<file path="config.mk">
export PLATFORM = sky130hd
export DESIGN_NAME = pipe_controller
export DESIGN_NICKNAME = d
export VERILOG_FILES = /design/src/rtl/pipe_controller.sv
export SDC_FILE = /design/constraint.sdc
export NUM_CORES = 1
export LEC_CHECK = 0
export BUFFER_PORTS_ARGS = -buffer_cell sky130_fd_sc_hd__buf_4
export CAP_MARGIN = 25
export CELL_PAD_IN_SITES_DETAIL_PLACEMENT = 1
export CELL_PAD_IN_SITES_GLOBAL_PLACEMENT = 2
export CORE_AREA = 5 5 105 58
export DETAILED_ROUTE_END_ITERATION = 8
export DIE_AREA = 0 0 110 63
export GPL_TIMING_DRIVEN = 0
export HOLD_SLACK_MARGIN = 0.12
export PLACE_DENSITY_LB_ADDON = 0.2
export SYNTH_ARGS = -nofsm -noshare
export SYNTH_HDL_FRONTEND = slang
export SYNTH_SLANG_ARGS = --single-unit
</file>
<file path="constraint.sdc">
create_clock -name clk -period 1.7 [get_ports clk]
set_clock_uncertainty 0.15 [all_clocks]
set_input_delay 0.085 -clock clk [delete_from_list [all_inputs] [get_ports clk]]
set_output_delay 0.085 -clock clk [all_outputs]
set_load 0.02 [all_outputs]
</file>
<file path="src/rtl/pipe_controller.sv">
// Decode and hazard controller for the 5-stage, 19-bit-instruction pipeline.
// Stalls on RAW register/flag hazards and resolves control flow in ID.
module pipe_controller #(
  parameter int unsigned SB_DEPTH = 3
) (
  input  logic        clk,
  input  logic        reset,
  input  logic [18:0] IF_ID_instruction,
  input  logic        C,
  input  logic        Z,
  output logic        mem_write,
  output logic        reg_write,
  output logic        push,
  output logic        pop,
  output logic        alu_use_carry,
  output logic [2:0]  alu_op,
  output logic [1:0]  pc_mux,
  output logic [1:0]  reg_write_mux,
  output logic        alu_in_mux,
  output logic        reg_B_mux,
  output logic        select_c,
  output logic        select_z,
  output logic        write_c,
  output logic        write_z,
  output logic        stall,
  output logic        flush
);

  typedef enum logic [3:0] {
    CL_NOP, CL_R, CL_I, CL_LW, CL_SW, CL_SH, CL_BR, CL_JMP, CL_JSB, CL_RET
  } cls_e;

  typedef struct packed {
    logic       valid;
    logic [2:0] rd;
    logic       wc;
    logic       wz;
  } sb_entry_t;

  sb_entry_t  sb [SB_DEPTH];
  cls_e       cls;
  logic [2:0] rd, rs, rt, src_b;
  logic [2:0] d_op;
  logic [1:0] d_rwm;
  logic       d_mw, d_rw, d_uc, d_ai, d_rb, d_sc, d_sz, d_wc, d_wz;
  logic       use_a, use_b, raw_haz, flag_haz, stall_i, taken;

  assign rd = IF_ID_instruction[13:11];
  assign rs = IF_ID_instruction[10:8];
  assign rt = IF_ID_instruction[7:5];

  always_comb begin
    cls = CL_NOP;
    if (IF_ID_instruction != '0) begin
      casez (IF_ID_instruction[18:13])
        6'b00????: cls = CL_R;
        6'b01????: cls = CL_I;
        6'b100???: cls = CL_LW;
        6'b101???: cls = CL_SW;
        6'b110???: cls = CL_SH;
        6'b1110??: cls = CL_BR;
        6'b111100: cls = CL_JMP;
        6'b111101: cls = CL_JSB;
        6'b111110: cls = CL_RET;
        default:   cls = CL_NOP;
      endcase
    end
  end

  always_comb begin
    d_op  = '0;
    d_rwm = '0;
    d_mw  = 1'b0;
    d_rw  = 1'b0;
    d_uc  = 1'b0;
    d_ai  = 1'b0;
    d_rb  = 1'b0;
    d_sc  = 1'b0;
    d_sz  = 1'b0;
    d_wc  = 1'b0;
    d_wz  = 1'b0;
    use_a = 1'b0;
    use_b = 1'b0;
    src_b = rt;
    case (cls)
      CL_R, CL_I: begin
        d_op  = IF_ID_instruction[16:14];
        d_rw  = 1'b1;
        d_ai  = (cls == CL_I);
        d_uc  = IF_ID_instruction[14] & ~IF_ID_instruction[16];
        d_wc  = ~IF_ID_instruction[16];
        d_wz  = 1'b1;
        use_a = 1'b1;
        use_b = (cls == CL_R);
      end
      CL_LW: begin
        d_ai  = 1'b1;
        d_rwm = 2'b10;
        d_rw  = 1'b1;
        use_a = 1'b1;
      end
      CL_SW: begin
        d_ai  = 1'b1;
        d_rb  = 1'b1;
        d_mw  = 1'b1;
        use_a = 1'b1;
        use_b = 1'b1;
        src_b = rd;
      end
      CL_SH: begin
        d_rwm = 2'b01;
        d_rw  = 1'b1;
        d_sc  = 1'b1;
        d_sz  = 1'b1;
        d_wc  = 1'b1;
        d_wz  = 1'b1;
        use_a = 1'b1;
      end
      default: ;
    endcase
  end

  // Every entry is checked: no forwarding, and MEM_WB writeback lands only after this cycle.
  always_comb begin
    raw_haz = 1'b0;
    for (int unsigned i = 0; i < SB_DEPTH; i++) begin
      if (sb[i].valid && ((use_a && sb[i].rd == rs) || (use_b && sb[i].rd == src_b)))
        raw_haz = 1'b1;
    end
    flag_haz = (cls == CL_BR) &&
               (IF_ID_instruction[14] ? sb[0].wc : sb[0].wz);
    stall_i  = raw_haz | flag_haz;
  end

  always_comb begin
    case (IF_ID_instruction[14:13])
      2'b00:   taken = Z;
      2'b01:   taken = ~Z;
      2'b10:   taken = C;
      default: taken = ~C;
    endcase
  end

  always_comb begin
    mem_write     = 1'b0;
    reg_write     = 1'b0;
    push          = 1'b0;
    pop           = 1'b0;
    alu_use_carry = 1'b0;
    alu_op        = '0;
    pc_mux        = '0;
    reg_write_mux = '0;
    alu_in_mux    = 1'b0;
    reg_B_mux     = 1'b0;
    select_c      = 1'b0;
    select_z      = 1'b0;
    write_c       = 1'b0;
    write_z       = 1'b0;
    stall         = 1'b0;
    flush         = 1'b0;
    if (!reset) begin
      alu_use_carry = d_uc;
      alu_op        = d_op;
      reg_write_mux = d_rwm;
      alu_in_mux    = d_ai;
      reg_B_mux     = d_rb;
      select_c      = d_sc;
      select_z      = d_sz;
      stall         = stall_i;
      if (!stall_i) begin
        mem_write = d_mw;
        reg_write = d_rw;
        write_c   = d_wc;
        write_z   = d_wz;
        case (cls)
          CL_BR: begin
            if (taken) begin
              pc_mux = 2'b01;
              flush  = 1'b1;
            end
          end
          CL_JMP: begin
            pc_mux = 2'b10;
            flush  = 1'b1;
          end
          CL_JSB: begin
            pc_mux = 2'b10;
            push   = 1'b1;
            flush  = 1'b1;
          end
          CL_RET: begin
            pc_mux = 2'b11;
            pop    = 1'b1;
            flush  = 1'b1;
          end
          default: ;
        endcase
      end
    end
  end

  always_ff @(posedge clk) begin
    if (reset) begin
      for (int unsigned i = 0; i < SB_DEPTH; i++) sb[i] <= '0;
    end else begin
      sb[0] <= '{valid: d_rw & ~stall_i, rd: rd, wc: d_wc & ~stall_i, wz: d_wz & ~stall_i};
      for (int unsigned i = 1; i < SB_DEPTH; i++) sb[i] <= sb[i-1];
    end
  end

endmodule

</file>
==> results_dict.tcl <==
set metrics [dict create \
    dr.pass1.iters 4 \
    crit_chain "buf_8 -> nor4_4 -> nand4_1 -> or4_4 -> a21boi_4 -> a31oi_4 -> nor4_4 -> buf_4" \
    stdcell_area_um2 1926 \
    leakage_nw 0.7761 \
    worst_slew_margin_rel 0.6384 \
    drt-wirelength-per-cell_um 17.58 \
    grt_usage 0.1369 \
    rows 19 \
    cp.required_ns 1.46 \
    max_slew.worst_pin.slew_ns 0.5424 \
    clk_pin_slew_worst_paths_ns 0.06 \
    crit_family "simple AND/OR/NAND/NOR gates" \
    arrival_ns 1.82 \
    vdd_ir_drop_max_v 0.0003769 \
    synthArstFlopShare 0 \
    core_um2 5159 \
    critPathSlowestCell "or4_4" \
    drtIter0Drc 44 \
    clock_latency_ns 0.25 \
    fin_ws_ns -0.3503 \
    start_util 0.2277 \
    ys_seq_area_frac 0.2386 \
    max_freq_mhz 487.7 \
    end_kind "primary output" \
    violations "setup timing" \
    post_dp_cell_area_um2 1613 \
    synth_area_leaders "dfxtp_1 (24%), xnor2_1 (13%), nor2b_1 (5.3%), xor2_1 (5.2%), buf_4 (3.8%)" \
    postSynthAreaPerCell_um2 8.103 \
    crit_top_cell "nor4_4" \
    first_global_vias 1392 \
    period_minus_slack_ns 2.050 \
    setup_viol 15 \
    top_regs "sb: 14 flops" \
    dp_hpwl_mm 3.673 \
    hold_violations 0 \
    yosysUniqueCellTypes 38 \
    layout-drive-gt1-share 0.4592 \
    clkSinkCount 14 \
    ys_ff_latch 14 \
    synth_edf_count 0 \
    finalMaxSlewViolations 0 \
    syn_area_um2 1175 \
    largest_register_ffs 14 \
    synth_cells 145 \
    io_buffers 39 \
    synth_warnings 0 \
    syn_nets 168 \
    ant_nets 0 \
    start_kind "primary input" \
    via_per_inst 4.747 \
    h-tree-depth 1 \
    cts_tree "yes" \
    critPathKind "in -> out" \
    fillers 625 \
    ioPinCount 43 \
    clockBufferDepth 2 \
    total_power_mw 1.084 \
    grt_first_pass_wirelength_mm 7.410 \
    rsz0062_at_grt "yes" \
    fin_crit_sh 1.206 \
    cts_inserted_buffers 3 \
    num_vias 1277 \
    routed_wl_mm 4.728 \
    cap_violations 0 \
    power_density_nw_per_um2 563.1 \
    crit_buf_inv 2 \
    synth_top_area_frac 0.2386 \
    dieArea_um2 6930 \
    synth_top_cell_by_area "dfxtp_1" \
    antennaDiodeCount 0 \
    area_growth_pct 63.90 \
    clockRootBuffer "clkbuf_8" \
    nNetsFinal 220 \
    drc 0 \
    regMostFlops "sb" \
    status "finished with violations" \
    antenna_found_initial 0 \
    hold_path.class "in -> reg" \
    max_stage_delay_ns 0.50 \
    place_congestion 0.8297 \
    overflow 0 \
    path_max_fanout 4 \
    grt_start_max_net_pins 11 \
    fp.dieW_um 110 \
    synth_ff_type "dfxtp_1" \
    dieHeight_um 63 \
]
layout make-up:
class                      count  area (um^2)  area share
multi-input combinational    113        980.9      0.5094
clock buffer                   4        55.05     0.02859
sequential                    14        291.5      0.1514
tap                           73        91.34     0.04743
buffer                        11        86.33     0.04483
timing repair buffer          47        391.6      0.2034
inverter                       7        28.78     0.01494
kinds of logic (layout without fill, tap and decap cells):
family          Yosys count  after routing  synth area share
simple gates             61             61            0.2843
compound gates           24             24            0.1779
xor+xnor                 24             24            0.1789
buf+inv                  18             69           0.08625
flops                    14             14            0.2386
mux                       4              4           0.03408
path summary, 6_finish.rpt:
check	start	end	slack, ns	cells after the start
setup / recovery	IF_ID_instruction[6]	write_c	-0.35	8
hold / removal	reset	sb[0][8]$_SDFF_PP0_	0.28	3
hold reg to reg	sb[0][9]$_SDFF_PP0_	sb[0][15]$_SDFF_PP0_	0.36	1
setup reg to reg	sb[0][16]$_SDFF_PP0_	sb[0][5]$_SDFF_PP0_	-0.13	7
metrics by stage:
stage | utilization | cells | worst slack [ns] | TNS [ns] | hold slack [ns]
CTS | 0.3556 | 269 | -0.3847 | -4.027 | 0.3005
detailed placement | 0.3126 | 257 | -0.7160 | -7.386 | 0.2030
global route | 0.3733 | 269 | -0.4612 | -4.586 | 0.3315
finish | 0.3733 | 269 | -0.3503 | -3.336 | 0.2818
floorplan | - | 145 | -0.1613 | -0.6911 | 0.006611
global placement | 0.3126 | 257 | -0.7231 | -7.456 | 0.1958
repair_timing:
item | 4_1_cts | 5_1_grt
setup buffers | 4 | 0
resized for setup | 23 | 17
hold buffers | 4 | 0
endpoints found under the setup margin | 15 | 21
pin swaps | 7 | 8
endpoints found under the hold margin | 4 | 0
power breakdown:
part           internal [mW]  total, mW  switching, mW
Sequential             0.344      0.364         0.0203
Combinational          0.180      0.393          0.213
Clock                  0.205      0.327          0.122
placed cells by master, fill, tap and decap left out, types with 3 or more instances in the layout:
cell type	instances
inv_1	6
buf_2	3
dfxtp_1	9
buf_4	41
nor2b_1	10
nand3_1	5
nor3_1	5
nand2_1	7
xnor2_1	16
nor2_1	10
nand4_1	5
dfxtp_2	3
mux2i_1	4
clkbuf_8	4
dlygate4sd3_1	3
buf_6	7
nor4_4	5
xor2_1	6
per-layer routing:
| layer | vias up | wire, um | GRT usage |
|---|---|---|---|
| li1 | 624 | - | - |
| met2 | 37 | 2013 | 0.2002 |
| met3 | 6 | 324 | 0.03096 |
| met1 | 610 | 2334 | 0.2020 |
| met4 | 0 | 56 | 0.02955 |
| met5 | - | 0 | 0 |
worst min-delay path, delay by kind of cell:
family | cells | cell delay (ns)
simple gates | 1 | 0.16
buf+inv | 2 | 0.39
synthesized netlist by cell type (all sizes together) (2+ instances only):
| cell | number |
|---|---|
| inv | 7 |
| o221ai | 2 |
| and3 | 2 |
| a21boi | 2 |
| o31ai | 4 |
| xor2 | 7 |
| mux2i | 4 |
| a21oi | 3 |
| o211ai | 2 |
| nand4 | 5 |
| nor3 | 8 |
| nor2 | 11 |
| buf | 10 |
| nor2b | 10 |
| xnor2 | 17 |
| nand2 | 8 |
| o21ai | 2 |
| nand3 | 7 |
| nor4 | 8 |
| dfxtp | 14 |
Power figures use the tool's default switching activity.
